`src/rtl/sa_load_controller.sv`:
```
// sa_load_controller: streams NREG*N host elements into the SystolicArray register file with skewed IDX, then runs the matmul.
// Latency: each accepted element appears on the SA bus one cycle later; DONE follows the last beat by FLUSH_CYCLES+COMPUTE_CYCLES+1 edges.
// Backpressure: IN_READY is high only in LOAD; an edge without a beat drops SA_EN so the array freezes with the bus held.
module sa_load_controller #(
   parameter int DATA_W         = 16,
   parameter int N              = 8,
   parameter int NREG           = 16,
   parameter int IDX_W          = 5,
   parameter int FLUSH_CYCLES   = 2,
   parameter int COMPUTE_CYCLES = 30
) (
   input  logic              CLK,
   input  logic              RST,
   input  logic              START,
   input  logic              IN_VALID,
   output logic              IN_READY,
   input  logic [DATA_W-1:0] IN_DATA,
   output logic              BUSY,
   output logic              DONE,
   output logic              SA_EN,
   output logic              SA_RF_EN,
   output logic              SA_WRITE,
   output logic [IDX_W-1:0]  SA_IDX,
   output logic [DATA_W-1:0] SA_DIN,
   output logic [3:0]        SA_REG_SELECT
);

   localparam int BEATS  = NREG * N;
   localparam int BEAT_W = $clog2(BEATS);
   localparam int FL_W   = (FLUSH_CYCLES > 1) ? $clog2(FLUSH_CYCLES) : 1;
   localparam int CP_W   = (COMPUTE_CYCLES > 1) ? $clog2(COMPUTE_CYCLES) : 1;

   localparam logic [BEAT_W-1:0] BEAT_LAST = BEAT_W'(BEATS - 1);
   localparam logic [BEAT_W-1:0] N_B       = BEAT_W'(N);
   localparam logic [FL_W-1:0]   FL_LAST   = FL_W'(FLUSH_CYCLES - 1);
   localparam logic [CP_W-1:0]   CP_LAST   = CP_W'(COMPUTE_CYCLES - 1);

   typedef enum logic [2:0] {
      S_IDLE    = 3'd0,
      S_LOAD    = 3'd1,
      S_FLUSH   = 3'd2,
      S_COMPUTE = 3'd3,
      S_FIN     = 3'd4
   } state_t;

   state_t              r_state;
   state_t              w_state_nxt;
   logic [BEAT_W-1:0]   r_beat;
   logic [FL_W-1:0]     r_fl_cnt;
   logic [CP_W-1:0]     r_cp_cnt;

   logic                r_sa_en,    w_sa_en_nxt;
   logic                r_sa_rf_en, w_sa_rf_en_nxt;
   logic                r_sa_write, w_sa_write_nxt;
   logic [IDX_W-1:0]    r_sa_idx,   w_sa_idx_nxt;
   logic [DATA_W-1:0]   r_sa_din,   w_sa_din_nxt;
   logic [3:0]          r_sa_reg,   w_sa_reg_nxt;
   logic                r_done,     w_done_nxt;

   logic                w_in_ready;
   logic                w_beat;
   logic [BEAT_W-1:0]   w_row;
   logic [BEAT_W-1:0]   w_col;
   logic [BEAT_W-1:0]   w_idx_full;

   // Handshake: ready comes straight from the state register, never from IN_VALID.
   assign w_in_ready = (r_state == S_LOAD);
   assign w_beat     = IN_VALID & w_in_ready;

   // Skew: register i gets column j at IDX j+i, folded back by N for the second half of the registers.
   assign w_row      = r_beat / N_B;
   assign w_col      = (r_beat % N_B) + BEAT_W'(1);
   assign w_idx_full = (w_row < N_B) ? (w_col + w_row) : (w_col + w_row - N_B);

   // State register.
   always_ff @(posedge CLK or posedge RST) begin
      if (RST) r_state <= S_IDLE;
      else     r_state <= w_state_nxt;
   end

   // Next state and next values of the registered array bus.
   always_comb begin
      w_state_nxt    = r_state;
      w_sa_en_nxt    = r_sa_en;
      w_sa_rf_en_nxt = r_sa_rf_en;
      w_sa_write_nxt = r_sa_write;
      w_sa_idx_nxt   = r_sa_idx;
      w_sa_din_nxt   = r_sa_din;
      w_sa_reg_nxt   = r_sa_reg;
      w_done_nxt     = 1'b0;
      case (r_state)
         S_IDLE: begin
            w_sa_en_nxt    = 1'b0;
            w_sa_rf_en_nxt = 1'b0;
            w_sa_write_nxt = 1'b0;
            w_sa_idx_nxt   = '0;
            w_sa_din_nxt   = '0;
            w_sa_reg_nxt   = '0;
            if (START) w_state_nxt = S_LOAD;
         end
         S_LOAD: begin
            if (w_beat) begin
               w_sa_en_nxt    = 1'b1;
               w_sa_rf_en_nxt = 1'b1;
               w_sa_write_nxt = 1'b1;
               w_sa_idx_nxt   = IDX_W'(w_idx_full);
               w_sa_din_nxt   = IN_DATA;
               w_sa_reg_nxt   = 4'(w_row);
               if (r_beat == BEAT_LAST) w_state_nxt = S_FLUSH;
            end else begin
               w_sa_en_nxt = 1'b0;
            end
         end
         S_FLUSH: begin
            w_sa_en_nxt    = 1'b1;
            w_sa_rf_en_nxt = 1'b1;
            w_sa_write_nxt = 1'b1;
            if (r_fl_cnt == FL_LAST) w_state_nxt = S_COMPUTE;
         end
         S_COMPUTE: begin
            w_sa_en_nxt    = 1'b1;
            w_sa_rf_en_nxt = 1'b1;
            w_sa_write_nxt = 1'b0;
            if (r_cp_cnt == CP_LAST) w_state_nxt = S_FIN;
         end
         S_FIN: begin
            w_sa_en_nxt    = 1'b0;
            w_sa_rf_en_nxt = 1'b1;
            w_sa_write_nxt = 1'b0;
            w_done_nxt     = 1'b1;
            w_state_nxt    = S_IDLE;
         end
         default: w_state_nxt = S_IDLE;
      endcase
   end

   // Beat, flush and compute counters: cleared outside their own state, saturating at terminal count.
   always_ff @(posedge CLK or posedge RST) begin
      if (RST) begin
         r_beat   <= '0;
         r_fl_cnt <= '0;
         r_cp_cnt <= '0;
      end else begin
         if (r_state != S_LOAD)                      r_beat <= '0;
         else if (w_beat && (r_beat != BEAT_LAST))   r_beat <= r_beat + BEAT_W'(1);

         if (r_state != S_FLUSH)                     r_fl_cnt <= '0;
         else if (r_fl_cnt != FL_LAST)               r_fl_cnt <= r_fl_cnt + FL_W'(1);

         if (r_state != S_COMPUTE)                   r_cp_cnt <= '0;
         else if (r_cp_cnt != CP_LAST)               r_cp_cnt <= r_cp_cnt + CP_W'(1);
      end
   end

   // Registered array bus and DONE pulse.
   always_ff @(posedge CLK or posedge RST) begin
      if (RST) begin
         r_sa_en    <= 1'b0;
         r_sa_rf_en <= 1'b0;
         r_sa_write <= 1'b0;
         r_sa_idx   <= '0;
         r_sa_din   <= '0;
         r_sa_reg   <= '0;
         r_done     <= 1'b0;
      end else begin
         r_sa_en    <= w_sa_en_nxt;
         r_sa_rf_en <= w_sa_rf_en_nxt;
         r_sa_write <= w_sa_write_nxt;
         r_sa_idx   <= w_sa_idx_nxt;
         r_sa_din   <= w_sa_din_nxt;
         r_sa_reg   <= w_sa_reg_nxt;
         r_done     <= w_done_nxt;
      end
   end

   assign IN_READY      = w_in_ready;
   // BUSY stays up through the DONE cycle so the host sees one contiguous busy window.
   assign BUSY          = (r_state != S_IDLE) | r_done;
   assign DONE          = r_done;
   assign SA_EN         = r_sa_en;
   assign SA_RF_EN      = r_sa_rf_en;
   assign SA_WRITE      = r_sa_write;
   assign SA_IDX        = r_sa_idx;
   assign SA_DIN        = r_sa_din;
   assign SA_REG_SELECT = r_sa_reg;

endmodule

```
`config.mk`:
```
export PLATFORM = sky130hd
export DESIGN_NAME = sa_load_controller
export DESIGN_NICKNAME = d
export VERILOG_FILES = /design/src/rtl/sa_load_controller.sv
export SDC_FILE = /design/constraint.sdc
export NUM_CORES = 1
export LEC_CHECK = 0
export CAP_MARGIN = 25
export CORE_MARGIN = 3
export CORE_UTILIZATION = 40
export DETAILED_ROUTE_END_ITERATION = 10
export MAX_ROUTING_LAYER = met4
export PLACE_DENSITY = 0.67
export SYNTH_ARGS = -nofsm -noshare
export SYNTH_HDL_FRONTEND = slang
export SYNTH_SLANG_ARGS = --single-unit
```
`constraint.sdc`:
```
create_clock -name CLK -period 1.9 [get_ports CLK]
set_input_delay 0.38 -clock CLK [delete_from_list [all_inputs] [get_ports CLK]]
set_output_delay 0.38 -clock CLK [all_outputs]
set_load 0.05 [all_outputs]
```
-- Yosys cells after proc, flatten, opt, wreduce, memory -nomap -nowiden
Index checks and enable logic that the tools add are counted.
- flip-flop bits (word level): 45
- input bits: 20
- output and inout bits: 31
- word-level logic and storage cells: 78
- add/sub/neg operators: 6
- order comparisons: 1
- equality and inequality tests: 16
- muxes and demuxes: 25
- bitwise gates (word level): 2
- reduce and logical (&&, ||, !) cells: 17
- operators by type and width (cell ; number):
    $pmux W16 S2 ; 1
    $mux W5 ; 4
    $mux W16 ; 1
    $mux W3 ; 5
    $mux W7 ; 2
    $pmux W3 S4 ; 1
    $reduce_bool A3 Y1 ; 4
    $pmux W5 S2 ; 1
    $pmux W1 S3 ; 3
    $pmux W4 S2 ; 1
    $add A7 B1 Y7 const B ; 1
    $eq A7 B7 Y1 const B ; 1
    $ne A7 B7 Y1 const B ; 1
    $eq A3 B2 Y1 const B ; 2
    $ne A2 B2 Y1 const B ; 3
    $ne A3 B2 Y1 const B ; 2
    $reduce_and A2 Y1 ; 3
    $reduce_bool A2 Y1 ; 3
    $reduce_or A3 Y1 ; 2
    $add A4 B4 Y5 ; 1
    $add A5 B1 Y5 const B ; 1
    $eq A5 B5 Y1 const B ; 1
    $mux W1 ; 5
    $ne A5 B5 Y1 const B ; 1
    other kinds (15) ; 17

-- Longest topological paths before layout
- depth after elaboration: 6
- depth in mapped cells: 6
- mapped depth without buffers: 6

-- Worst setup path before layout
OpenSTA, ideal clock, no wires.
- path type: reg2reg
- from: register r_beat[3]
- to: register r_sa_idx[4] (netlist: SA_IDX[4])
- library setup time: 0.095 ns
- data arrival time: 1.425 ns
- data required time: 1.805 ns
- setup slack: 0.379 ns
- cell stages (with the launch flop): 7
- path buffers: 0
- clock period less this slack: 1.521 ns
- cells stage by stage: dfrtp_1 inv_1 ha_1 inv_1 fa_1 xor2_1 o31ai_1
- word-level cells in the longest chain between the ends: 5
- elaborated cells on any way between the ends: 6
- classes of those cells: add/sub: 2; order compare: 1; mux: 3
- ends and longest elaborated chain (element ; RTL line ; RTL):
    from (decl) ; 48 ; logic [BEAT_W-1:0] r_beat;
    from (signal assigned) ; 145 ; else if (w_beat && (r_beat != BEAT_LAST)) r_beat <= r_beat + BEAT_W'(1);
    $add A4 B4 Y5 ; 73 ; assign w_idx_full = (w_row < N_B) ? (w_col + w_row) : (w_col + w_row - N_B);
    $sub A5 B4 Y5 ; 73 ;
    $mux W5 (*) ; 73 ;
    $mux W5 (*) ; 102 ; if (w_beat) begin
    $pmux W5 S2 (*) ; 91 ; case (r_state)
    to (signal assigned) ; 169 ; r_sa_idx <= w_sa_idx_nxt;
    to (decl) ; 55 ; logic [IDX_W-1:0] r_sa_idx, w_sa_idx_nxt;
Mark *: on every way between the ends. The rest lies on a longest branch, timed or not. The select of a mux whose other input is x is not followed.
A chain may end at the register's enable or synchronous reset.

-- Worst setup path in the final report
- from: register r_sa_din[12] (netlist: SA_DIN[12])
- to: output port SA_DIN[12]
- RTL lines (element ; RTL line ; RTL):
    from (decl) ; 56 ; logic [DATA_W-1:0] r_sa_din, w_sa_din_nxt;
    from (signal assigned) ; 170 ; r_sa_din <= w_sa_din_nxt;
    to (decl) ; 24 ; output logic [DATA_W-1:0] SA_DIN,
No word-level cell between the ends.

==> results.toml <==
[worst_setup_path]
cp_slowest_cell = "clkdlybuf4s50_1"
r2r-end = "SA_IDX[4]"
r2r_start = "r_beat[3]"
crit_fanout = 2
critPathRequiredTime_ns = 1.52
ff2ff_setup_slack_ns = 0.25
critPathKind = "reg -> out"
end_kind = "output pin"
startpoint_type = "flip-flop"
critPathTopFamily = "buffers and inverters"
path_buf_inv = 1
worstRegToRegCells = 6
max_stage_delay_ns = 0.81
path_cells = "clkdlybuf4s50_1"
crit_arrival_ns = 1.45

[floorplanning]
core_um2 = 4786
ioPinCount = 51
die_y_um = 76.77
placementRows = 25
initial_core_util_pct = 41.86
die_area_um2 = 5893
die_w_um = 76.77

[sta]
slew_violations = 0
setup_viol = 0
worstMarginPinSlew_ns = 0.5232
max_clock_freq_mhz = 545.4
whs_ns = 0.4355
min_period_over_period_pct = 96.49
timing.slew.headroom_pct = 65.04
fin_skew_ns = 0.005539
finalHoldViolCount = 0
rsz0062_at_grt = "false"
fin_crit_ns = 1.833

[placement]
placed_cell_area_um2 = 2536
routabilityCongestion = 0.7721
dp.final_hpwl_um = 2846
portBuffers = 50

[synth]
synth_top_family_by_area = "compound AO/OA/AOI/OAI gates"
async_flop_share_pct = 100.0
synth_xor_area_share_pct = 2.623
yosys_warnings = 0
synth_top_area_share_pct = 56.21
yosysMostFrequentCell = "dfrtp_1"
muxShareOfSynthArea_pct = 0.5621
synthAdderAreaFrac_pct = 4.747
synth_compound_area_share_pct = 19.55
syn_nets = 198
ys.flop_type = "dfrtp_1"
syn_area_per_cell_um2 = 11.71
synth_cells = 171
yosys-top-cells-area = "dfrtp_1 56%, a22o_1 9.2%, ha_1 3.7%, o21ai_0 3.2%, nand3_1 2.2%"
synth_edf_count = 0
synthesis.area_um2 = 2003
yosysUniqueCellTypes = 35
synth_commonest_cells = "45 x dfrtp_1, 21 x a22o_1, 13 x o21ai_0"
synth-simple-area-share_pct = 10.87
synth-seq-cells = 45
yosysSeqAreaShare_pct = 56.21
yosys.area.top_type = "dfrtp_1"

[route]
postRouteAntennaNets = 0
drc = 0
vias = 1466
dr.pass1.iters = 4
drtIter0Drc = 74
avgViaCountPerCell = 5.055
routedWlPerCell_um = 14.11
routed_wl_um = 4093

[clock_tree]
hold_buffers = 0
clockBufferDepth = 2
cts_tree = "done"
cts_buffers = 5
cts_root_buffer = "clkbuf_8"
path_clk_slew_ns = 0.07
cts-htree-levels = 2
post-cts-setup-buffers = 0
cts_sinks = 45
clkLatencyLatePin_ns = 0.29

[final_layout]
finalNetCount = 250
fillCellCount = 434
antenna_cells = 0
final_layout_size_suffix_gt1_share_pct = 16.14
syn2layout_area_growth_pct = 31.11
fin_area_um2 = 2626

[pwr]
combPwrFrac_pct = 39.2
intPower_mw = 1.901
p_sw_share_pct = 39.33
seq_power_share_pct = 42.1
p_per_area_nw_per_um2 = 1193
p_switching_mw = 1.232
p_leak_nw = 1.181
p_clk_share_pct = 18.6
peakVddDrop_mv = 0.4786

[global_route]
grt.overflow.total = 0
grt_max_degree = 46
grt_pass1_wl_um = 7100
antenna_found_initial = 0
grt_pass1_vias = 1451
grtUsageTotal_pct = 15.54

[hold_path]
min_path_type = "in -> async"

[flow_run]
max-cap-violations = 0

[run_status]
status = "finished clean"
-- routing by layer --
layer  track usage (%)  up-vias  wire length [um]
met1             19.85      704              2024
met3             4.577        2               233
li1                  -      722                 -
met4             4.891        0                23
met2             23.87       38              1811
met5                 -        -                 0
-- flip-flops by register name (all words and copies together), names as in the netlist --
register	cells
SA_REG_SELECT	4
r_state	3
SA_WRITE	1
r_fl_cnt	1
SA_RF_EN	1
SA_IDX	5
r_cp_cnt	5
SA_DIN	16
r_beat	7
DONE	1
SA_EN	1
-- per-stage QoR --
step                      utilization [%]  TNS (ns)  cells  setup slack (ns)  power (mW)
final                               54.88         0    290           0.06662       3.134
after global routing                54.88         0    290           0.01678       3.329
after CTS                           54.80         0    290           0.02594       3.171
after detailed placement            52.99   -0.5436    283          -0.05029       2.583
after global placement              52.99         0    283           0.02632       2.540
after floorplan                         -         0    171            0.3794       2.190
-- power by group through the flow --
stage	Sequential, mW	Combinational [mW]	Clock [mW]
final	1.32	1.23	0.584
after CTS	1.32	1.25	0.605
after global placement	1.33	1.21	0
after global routing	1.36	1.33	0.640
after detailed placement	1.34	1.24	0
after floorplan	1.69	0.500	0
-- tightest hold or removal path: cells and delay by family --
family | cells | cell delay, ns
buf+inv | 3 | 0.72
-- kinds of logic (layout without fill, tap and decap cells) --
kind of cell | after synthesis | count (layout)
compound gates | 53 | 53
flops | 45 | 45
simple gates | 40 | 40
buf+inv | 19 | 71
fa+ha+maj | 7 | 7
xor+xnor | 6 | 6
mux | 1 | 1
-- worst max-delay path by stage --
stage	startpoint	endpoint	slack, ns	depth (start not counted)
detailed placement	IN_VALID	SA_DIN[3]	-0.05	4
global route	SA_DIN[14]	SA_DIN[14]	0.02	1
floorplan	r_beat[3]	SA_IDX[4]	0.38	6
CTS	r_state[1]	IN_READY	0.03	4
global placement	IN_VALID	SA_DIN[7]	0.03	4
finish	SA_DIN[12]	SA_DIN[12]	0.07	1
-- placed cells by master (no fill, tap or decap), types with 6 or more instances in the layout --
master,synthesis,routed
ha_1,6,6
o21ai_0,13,13
dfrtp_1,45,45
nand3_1,9,9
buf_4,4,15
nand2_1,7,7
nor2_1,11,11
clkbuf_8,0,6
a22o_1,21,21
clkdlybuf4s50_1,0,34
inv_1,11,9
a21oi_1,6,6
-- area by class of cell --
class	instances	area [um2]	share of cell area (%)
multi-input cells	107	768.2	29.25
inverters	12	48.80	1.858
repair buffers	52	513.0	19.53
clock buffers	7	86.33	3.287
well taps	67	83.83	3.192
flip-flops and latches	45	1126	42.88
-- repair_timing --
action                                  4_1_cts  5_1_grt
endpoints found under the setup margin        0        1
gates resized for setup                       0        1
hold endpoints to repair                      0        0
Power figures use the tool's default switching activity.
